<file path="src/rtl/nmi_rr_arbiter.sv">
// rtl/nmi_rr_arbiter.sv - round-robin arbiter sharing one PicoRV32 NMI port among N masters
// Grants are registered; every transaction passes through IDLE so the bridge sees a fresh setup.
module nmi_rr_arbiter #(
   parameter int N_MASTERS = 2,
   parameter int AW        = 32,
   parameter int DW        = 32,
   localparam int GW       = (N_MASTERS > 1) ? $clog2(N_MASTERS) : 1
) (
   input  logic                          clk_i,
   input  logic                          rst_ni,
   input  logic [N_MASTERS-1:0]          s_valid_i,
   output logic [N_MASTERS-1:0]          s_ready_o,
   input  logic [N_MASTERS*AW-1:0]       s_addr_i,
   input  logic [N_MASTERS*DW-1:0]       s_wdata_i,
   input  logic [N_MASTERS*(DW/8)-1:0]   s_wstrb_i,
   output logic [N_MASTERS*DW-1:0]       s_rdata_o,
   output logic                          m_valid_o,
   input  logic                          m_ready_i,
   output logic [AW-1:0]                 m_addr_o,
   output logic [DW-1:0]                 m_wdata_o,
   output logic [DW/8-1:0]               m_wstrb_o,
   input  logic [DW-1:0]                 m_rdata_i,
   output logic [GW-1:0]                 grant_o,
   output logic                          busy_o
);

   localparam int SW = DW / 8;

   typedef enum logic {S_IDLE, S_BUSY} state_t;

   state_t          r_state;
   state_t          w_state_nxt;
   logic [GW-1:0]   r_ptr;
   logic [GW-1:0]   r_grant;
   logic [AW-1:0]   r_addr;
   logic [DW-1:0]   r_wdata;
   logic [SW-1:0]   r_wstrb;
   logic [GW-1:0]   w_win;
   logic            w_start;
   logic            w_done;

   assign w_start = (r_state == S_IDLE) && (|s_valid_i);
   assign w_done  = (r_state == S_BUSY) && m_ready_i;

   always_ff @(posedge clk_i or negedge rst_ni) begin
      if (!rst_ni) begin
         r_state <= S_IDLE;
      end else begin
         r_state <= w_state_nxt;
      end
   end

   always_comb begin
      w_state_nxt = r_state;
      case (r_state)
         S_IDLE:  if (|s_valid_i) w_state_nxt = S_BUSY;
         S_BUSY:  if (m_ready_i) w_state_nxt = S_IDLE;
         default: w_state_nxt = S_IDLE;
      endcase
   end

   // Scan from ptr+1 upward with wrap; the first active requester wins.
   always_comb begin : p_pick
      logic [GW:0] w_cand;
      logic        w_found;
      w_win   = '0;
      w_found = 1'b0;
      w_cand  = '0;
      for (int k = 0; k < N_MASTERS; k++) begin
         w_cand = {1'b0, r_ptr} + (GW+1)'(k + 1);
         if (w_cand >= (GW+1)'(N_MASTERS)) begin
            w_cand = w_cand - (GW+1)'(N_MASTERS);
         end
         if (!w_found && s_valid_i[w_cand[GW-1:0]]) begin
            w_found = 1'b1;
            w_win   = w_cand[GW-1:0];
         end
      end
   end

   always_ff @(posedge clk_i or negedge rst_ni) begin
      if (!rst_ni) begin
         r_ptr   <= GW'(N_MASTERS - 1);
         r_grant <= '0;
         r_addr  <= '0;
         r_wdata <= '0;
         r_wstrb <= '0;
      end else if (w_start) begin
         r_ptr   <= w_win;
         r_grant <= w_win;
         r_addr  <= s_addr_i[int'(w_win)*AW +: AW];
         r_wdata <= s_wdata_i[int'(w_win)*DW +: DW];
         r_wstrb <= s_wstrb_i[int'(w_win)*SW +: SW];
      end else if (w_done) begin
         r_addr  <= '0;
         r_wdata <= '0;
         r_wstrb <= '0;
      end
   end

   // The response goes to the granted slot even if that master already dropped valid.
   always_comb begin
      m_valid_o = (r_state == S_BUSY);
      busy_o    = (r_state == S_BUSY);
      m_addr_o  = r_addr;
      m_wdata_o = r_wdata;
      m_wstrb_o = r_wstrb;
      grant_o   = r_grant;
      s_ready_o = '0;
      s_rdata_o = '0;
      if (w_done) begin
         s_ready_o[r_grant]               = 1'b1;
         s_rdata_o[int'(r_grant)*DW +: DW] = m_rdata_i;
      end
   end

endmodule

</file>
<file path="config.mk">
export PLATFORM = sky130hd
export DESIGN_NAME = nmi_rr_arbiter
export DESIGN_NICKNAME = d
export VERILOG_FILES = /design/src/rtl/nmi_rr_arbiter.sv
export SDC_FILE = /design/constraint.sdc
export NUM_CORES = 1
export LEC_CHECK = 0
export ABC_AREA = 1
export BUFFER_PORTS_ARGS = -buffer_cell sky130_fd_sc_hd__buf_2
export CORE_AREA = 2 2 120 122
export CTS_CLUSTER_DIAMETER = 150
export DETAILED_ROUTE_END_ITERATION = 8
export DIE_AREA = 0 0 122 124
export PLACE_DENSITY = 0.71
export SLEW_MARGIN = 10
export SYNTH_ARGS = -nofsm -noshare
export SYNTH_HDL_FRONTEND = slang
export SYNTH_SLANG_ARGS = --single-unit
</file>
<file path="constraint.sdc">
create_clock -name clk_i -period 1.89 [get_ports clk_i]
set_input_delay 0.0945 -clock clk_i [delete_from_list [all_inputs] [get_ports clk_i]]
set_output_delay 0.0945 -clock clk_i [all_outputs]
set_load 0.01 [all_outputs]
</file>
After elaboration in Yosys (flattened, before gate mapping)
Index checks and enable logic that the tools add are counted.
{"block": "word_totals", "in_bits": 173, "output_inout_bits": 137, "ff_bits": 71}
{"block": "op_classes", "bitwise": 2, "addsub": 5, "mux": 21, "n_lt_le_gt_ge": 6, "shift": 5, "n_reduce_logical": 7}
{"operator": "64-bit by 7-bit variable part select with 32-bit output", "count": 2}
{"operator": "32-bit two-way mux", "count": 3}
{"operator": "64-bit bitwise AND", "count": 1}
{"operator": "64-bit two-way mux", "count": 1}
{"operator": "32-bit by 33-bit variable shift with 64-bit output (first input constant)", "count": 1}
{"operator": "32-bit by 33-bit variable part select with 64-bit output", "count": 1}
{"operator": "6-bit negator with 33-bit output", "count": 1}
{"operator": "1-bit two-way mux", "count": 12}
{"operator": "4-bit two-way mux", "count": 2}
{"operator": "8-bit by 4-bit variable part select with 4-bit output", "count": 1}
{"operator": "1-bit by 2-bit < comparator with 1-bit output (second input constant)", "count": 3}
{"operator": "2-bit greater-or-equal comparator (second input constant)", "count": 2}
{"operator": "1-bit logical AND", "count": 4}
{"operator": "1-bit by 1-bit adder with 2-bit output (second input constant)", "count": 1}
{"operator": "1-bit by 2-bit adder with 2-bit output (second input constant)", "count": 1}
{"operator": "2-bit two-way mux", "count": 1}
{"operator": "1-bit case mux with 2 select lines", "count": 1}
{"operator": "2-bit nonzero test", "count": 1}
{"operator": "2-bit OR reduction", "count": 1}
{"operator": "1-bit subtractor (second input constant)", "count": 2}
{"operator": "1-bit demux with 1-bit select", "count": 1}
{"operator": "1-bit greater-or-equal comparator (second input constant)", "count": 1}
{"operator": "1-bit logical NOT", "count": 1}
{"operator": "1-bit NOT", "count": 1}

Depth between registers and ports, before layout
{"block": "logic_depth", "ltp_word": 11, "depth_mapped": 7, "ltp_nobuf": 5}

Worst setup path after synthesis
Ideal clock, no wire load.
{"block": "synth_path", "path_type": "register to register", "start": "register r_ptr", "end": "register r_addr[0], in the netlist m_addr_o[0]", "stages_incl_launch_ff": 7, "required_time_ns": 1.772, "period_less_slack_ns": 1.305, "arrival_time_ns": 1.187, "n_path_buf": 1, "path_slack_ns": 0.585, "cell_sequence": "dfstp_2 nand2_1 nand2_1 clkbuf_1 nand2_1 nand3_1 nand2_1"}
{"block": "synth_between", "elab_chain_cells": 11, "word_cells_on_any_way": 19, "cone_classes": "add/sub: 4; order compare: 2; shift: 1; mux: 10; reduce/logical: 2"}
{"element": "start, declared", "line": "33", "text": "logic [GW-1:0] r_ptr;"}
{"element": "start signal, assigned", "line": "83", "text": "r_ptr <= GW'(N_MASTERS - 1);"}
{"element": "start signal, assigned", "line": "89", "text": "r_ptr <= w_win;"}
{"element": "1-bit by 1-bit adder with 2-bit output", "line": "70", "text": "w_cand = {1'b0, r_ptr} + (GW+1)'(k + 1);"}
{"element": "2-bit greater-or-equal comparator / 1-bit subtractor (equally long branches)", "line": "71, 72"}
{"element": "1-bit two-way mux", "line": "71", "text": "if (w_cand >= (GW+1)'(N_MASTERS)) begin"}
{"element": "1-bit two-way mux (not written as such) (2 in series)", "line": "74", "text": "if (!w_found && s_valid_i[w_cand[GW-1:0]]) begin"}
{"element": "1-bit two-way mux", "line": "74"}
{"element": "1-bit logical NOT", "line": "74"}
{"element": "1-bit logical AND", "line": "74"}
{"element": "1-bit two-way mux *", "line": "74"}
{"element": "64-bit by 7-bit variable part select with 32-bit output *", "line": "91", "text": "r_addr <= s_addr_i[int'(w_win)*AW +: AW];"}
{"element": "32-bit two-way mux *", "line": "88", "text": "end else if (w_start) begin"}
{"element": "end signal, assigned", "line": "91"}
{"element": "end, declared", "line": "35", "text": "logic [AW-1:0] r_addr;"}
Every way passes the cells marked *; elsewhere a longest branch is shown, timed or not. The select of a mux whose other input is x is not followed.
A chain may end at the register's enable or synchronous reset.

Worst setup path after layout
{"block": "layout_path", "start": "register r_state, in the netlist busy_o", "end": "output s_rdata_o[44]"}
{"block": "layout_between", "elab_chain_cells": 2}
{"element": "start, declared", "line": "31", "text": "state_t r_state;"}
{"element": "start signal, assigned", "line": "49", "text": "r_state <= w_state_nxt;"}
{"element": "1-bit logical AND", "line": "43", "text": "assign w_done = (r_state == S_BUSY) && m_ready_i;"}
{"element": "64-bit two-way mux", "line": "111", "text": "if (w_done) begin"}
{"element": "end, declared", "line": "16", "text": "output logic [N_MASTERS*DW-1:0] s_rdata_o,"}
No other way between the ends.

==> impl_metrics.prom <==
# TYPE chip_impl_metric gauge
chip_impl_info{name="post_synth_main_area_contributors",value="sky130_fd_sc_hd__dfrtp_1 39%, sky130_fd_sc_hd__nand3_1 23%, sky130_fd_sc_hd__inv_1 14%"} 1
chip_impl_info{name="cts_tree",value="done"} 1
chip_impl_metric{name="min_period_over_period",unit=""} 0.886
chip_impl_metric{name="post_cts.repair.setup_buffers",unit=""} 0
chip_impl_metric{name="timing.critical_path.required",unit="ns"} 1.80
chip_impl_metric{name="cts-root-to-sink-buffers",unit=""} 2
chip_impl_metric{name="clock_skew",unit="ns"} 0.00592
chip_impl_info{name="critical_path.startpoint",value="busy_o"} 1
chip_impl_metric{name="max_clock_freq",unit="GHz"} 0.597
chip_impl_metric{name="critical_path.max_fanout",unit=""} 33
chip_impl_metric{name="fp.dieH",unit="µm"} 124
chip_impl_metric{name="clkLatencyLatePin",unit="ns"} 0.32
chip_impl_metric{name="globalRouteOverflowTotal",unit=""} 0
chip_impl_info{name="critPathKind",value="reg -> out"} 1
chip_impl_info{name="timing.critical_path.to_type",value="primary output"} 1
chip_impl_metric{name="vdd_ir_drop_max",unit="mV"} 0.329
chip_impl_metric{name="globalRouteTotalUtil",unit=""} 0.197
chip_impl_metric{name="yosys.area.top_type_share",unit=""} 0.389
chip_impl_metric{name="synthesis.area",unit="µm²"} 4500
chip_impl_metric{name="critPathMaxStageDelay",unit="ns"} 0.49
chip_impl_metric{name="clock_sinks",unit=""} 71
chip_impl_info{name="rr_startpoint",value="r_ptr"} 1
chip_impl_info{name="leading_area_contributor_after_synthesis",value="sky130_fd_sc_hd__dfrtp_1"} 1
chip_impl_info{name="cpMaxStageDelayCell",value="sky130_fd_sc_hd__dfrtp_1"} 1
chip_impl_metric{name="grt_pass1_vias",unit=""} 4690
chip_impl_metric{name="post-layout-total-power",unit="mW"} 5.18
chip_impl_metric{name="cap_viol_max_count",unit=""} 0
chip_impl_info{name="launch_point_of_the_worst_hold_path",value="s_addr_i[24]"} 1
chip_impl_info{name="rsz0062_at_grt",value="false"} 1
chip_impl_metric{name="synth-seq-area-share",unit=""} 0.395
chip_impl_metric{name="count_of_unique_library_cells_instantiated_by_yosys",unit=""} 16
chip_impl_info{name="min_path_type",value="in -> reg"} 1
chip_impl_info{name="critical_path.cell_chain",value="nand2_2 > inv_2 > nand2_1 > buf_4 > nor2_1 > buf_2"} 1
chip_impl_metric{name="syn-mean-instance-area",unit="µm²"} 6.33
chip_impl_metric{name="fin_nets",unit=""} 1169
chip_impl_metric{name="nFillCells",unit=""} 1453
chip_impl_metric{name="die-area",unit="µm²"} 15100
chip_impl_metric{name="cell_count_after_synthesis",unit=""} 711
chip_impl_metric{name="setup-tns-final",unit="ns"} 0
chip_impl_metric{name="drt_first_iter_violations",unit=""} 228
chip_impl_metric{name="initial_utilization",unit=""} 0.328
chip_impl_info{name="outcome",value="completed"} 1
chip_impl_metric{name="cts-buffers-inserted",unit=""} 9
chip_impl_metric{name="pin_count_of_the_biggest_net_entering_global_routing",unit=""} 70
chip_impl_metric{name="slew_violations",unit=""} 0
chip_impl_metric{name="rows",unit=""} 43
chip_impl_metric{name="ys_ff_latch",unit=""} 71
chip_impl_metric{name="io-pin-count",unit=""} 310
chip_impl_metric{name="clk_transition_reported_paths",unit="ns"} 0.06
chip_impl_metric{name="pnr_worst_setup_slack",unit="ns"} 0.215
chip_impl_metric{name="viasPerCell",unit=""} 4.49
chip_impl_metric{name="relSlewSlack",unit=""} 0.517
chip_impl_metric{name="routed-via-count",unit=""} 5302
chip_impl_info{name="clock-root-buffer",value="sky130_fd_sc_hd__clkbuf_16"} 1
chip_impl_metric{name="number_of_enable_flip_flop_cells_after_synthesis",unit=""} 0
chip_impl_metric{name="1st_pass_router_iterations",unit=""} 4
chip_impl_metric{name="p_leak",unit="nW"} 4.40
chip_impl_metric{name="worst_max_slew_pin_slew",unit="ns"} 0.724
chip_impl_metric{name="hold_violations",unit=""} 0
chip_impl_metric{name="numPortBuffers",unit=""} 309
chip_impl_metric{name="final_cell_count_no_fill",unit=""} 1182
chip_impl_metric{name="postSynthNetCount",unit=""} 884
chip_impl_metric{name="drive_above_1_share",unit=""} 0.346
chip_impl_metric{name="gp_congestion",unit=""} 0.821
chip_impl_metric{name="setup_violations",unit=""} 0
chip_impl_metric{name="number_of_antenna_violations_at_the_first_check_in_global_routing",unit=""} 1
chip_impl_metric{name="power_per_cell_area",unit="nW/µm²"} 803
chip_impl_metric{name="die_width",unit="µm"} 122
chip_impl_info{name="start_kind",value="flop"} 1
chip_impl_metric{name="avgRoutedWirePerCell",unit="µm"} 12.9
chip_impl_metric{name="synthesis.yosys.warnings",unit=""} 0
chip_impl_metric{name="antenna_violating_nets_post_route",unit=""} 0
chip_impl_metric{name="core_region_area",unit="µm²"} 13700
chip_impl_metric{name="overall_routed_net_length",unit="µm"} 15300
chip_impl_metric{name="cp_data_arrival_time",unit="ns"} 1.58
chip_impl_metric{name="placedCellCount",unit=""} 1164
chip_impl_info{name="synthFlopType",value="sky130_fd_sc_hd__dfrtp_1"} 1
chip_impl_metric{name="asyncSetResetFlopFracSynth",unit=""} 1.00
chip_impl_metric{name="fin_util",unit=""} 0.470
chip_impl_metric{name="timing.final.crit_period",unit="ns"} 1.68
chip_impl_metric{name="detail_route.drc_violations",unit=""} 0
chip_impl_metric{name="htree_levels",unit=""} 3
chip_impl_metric{name="place.detailed.hpwl",unit="µm"} 11400
chip_impl_metric{name="grt_pass1_wl",unit="µm"} 23300
chip_impl_metric{name="placement.setup.worst_slack",unit="ns"} 0.428
chip_impl_metric{name="flow.area_growth_from_synthesis",unit="%"} 43.3
## flip-flops by register name (all words and copies together), names as in the netlist
register / count
m_addr_o: 32
m_wdata_o: 32
m_wstrb_o: 4
busy_o: 1
grant_o: 1
r_ptr: 1
## cell usage after synthesis (2+ instances only)
cell type                  count
sky130_fd_sc_hd__buf_4         6
sky130_fd_sc_hd__nand2_1     143
sky130_fd_sc_hd__dfrtp_1      70
sky130_fd_sc_hd__buf_2        20
sky130_fd_sc_hd__nand3_1     205
sky130_fd_sc_hd__inv_2         2
sky130_fd_sc_hd__nor2_1       65
sky130_fd_sc_hd__buf_1         2
sky130_fd_sc_hd__inv_1       171
sky130_fd_sc_hd__clkbuf_1     21
## per-layer routing
metal | GRT usage | part of all wire | vias up
li1 | - | - | 2703
met1 | 0.229 | 0.39 | 2335
met2 | 0.359 | 0.51 | 245
met3 | 0.0458 | 0.087 | 19
met4 | 0.0632 | 0.020 | 0
met5 | 0 | 0 | -
## power by group
part	leakage, nW	internal [mW]	total (mW)	switching, mW
clock	0.127	0.875	1.51	0.632
sequential	0.903	1.80	1.97	0.165
combinational	3.37	0.671	1.71	1.04
total	4.40	3.35	5.18	1.83
## repair_timing
action,CTS,global route
gates resized for setup,0,0
hold buffers,1,0
endpoints found under the hold margin,26,0
## cells by family after synthesis
kind of cell	Yosys count	share of synthesized area
flops	71	0.395
simple gates	414	0.403
compound gates	3	0.00417
buf+inv	223	0.198
## final cells by class
class,count,area [µm²],area share
antenna,2,5.00,0.000776
clock buffer,9,225,0.0349
clock inverter,6,38.8,0.00601
inverter,173,649,0.101
multi-input combinational,417,1850,0.287
sequential,71,1780,0.276
tap,180,225,0.0349
timing repair buffer,324,1680,0.260
## cells in the final DEF (no fill, tap or decap), drive strengths merged
cell,n
inv,173
buf,323
clkinvlp,2
a21oi,1
nand3,205
nand2,143
nor2,66
clkbuf,9
clkinv,4
o21ai,2
dfrtp,70
dfstp,1
dlygate4sd3,1
diode,2
## critical path, delay by kind of cell, from the launching register on
| kind | cells | cell delay [ns] |
|---|---|---|
| simple gates | 3 | 0.27 |
| buf+inv | 3 | 0.50 |
| flops | 1 | 0.49 |
## stage by stage
stage | hold WS [ns] | instance area, µm²
after floorplan | -0.201 | 4500
after global placement | 0.0459 | 6170
after detailed placement | 0.0480 | 6170
after CTS | 0.0529 | 6440
after global routing | 0.0685 | 6450
final | 0.0628 | 6450
## final timing paths
path / slack, ns / end / cells past startpoint
min in group asynchronous: 0.27 / m_wdata_o[30] / 2
worst min-delay path: 0.06 / m_addr_o[24] / 5
worst max-delay path: 0.21 / s_rdata_o[44] / 6
max in group asynchronous: 1.05 / m_wdata_o[4] / 3
worst min register to register: 0.48 / r_ptr / 2
worst max register to register: 0.40 / m_addr_o[23] / 5
Note: power is estimated with default switching activity, not from simulation.
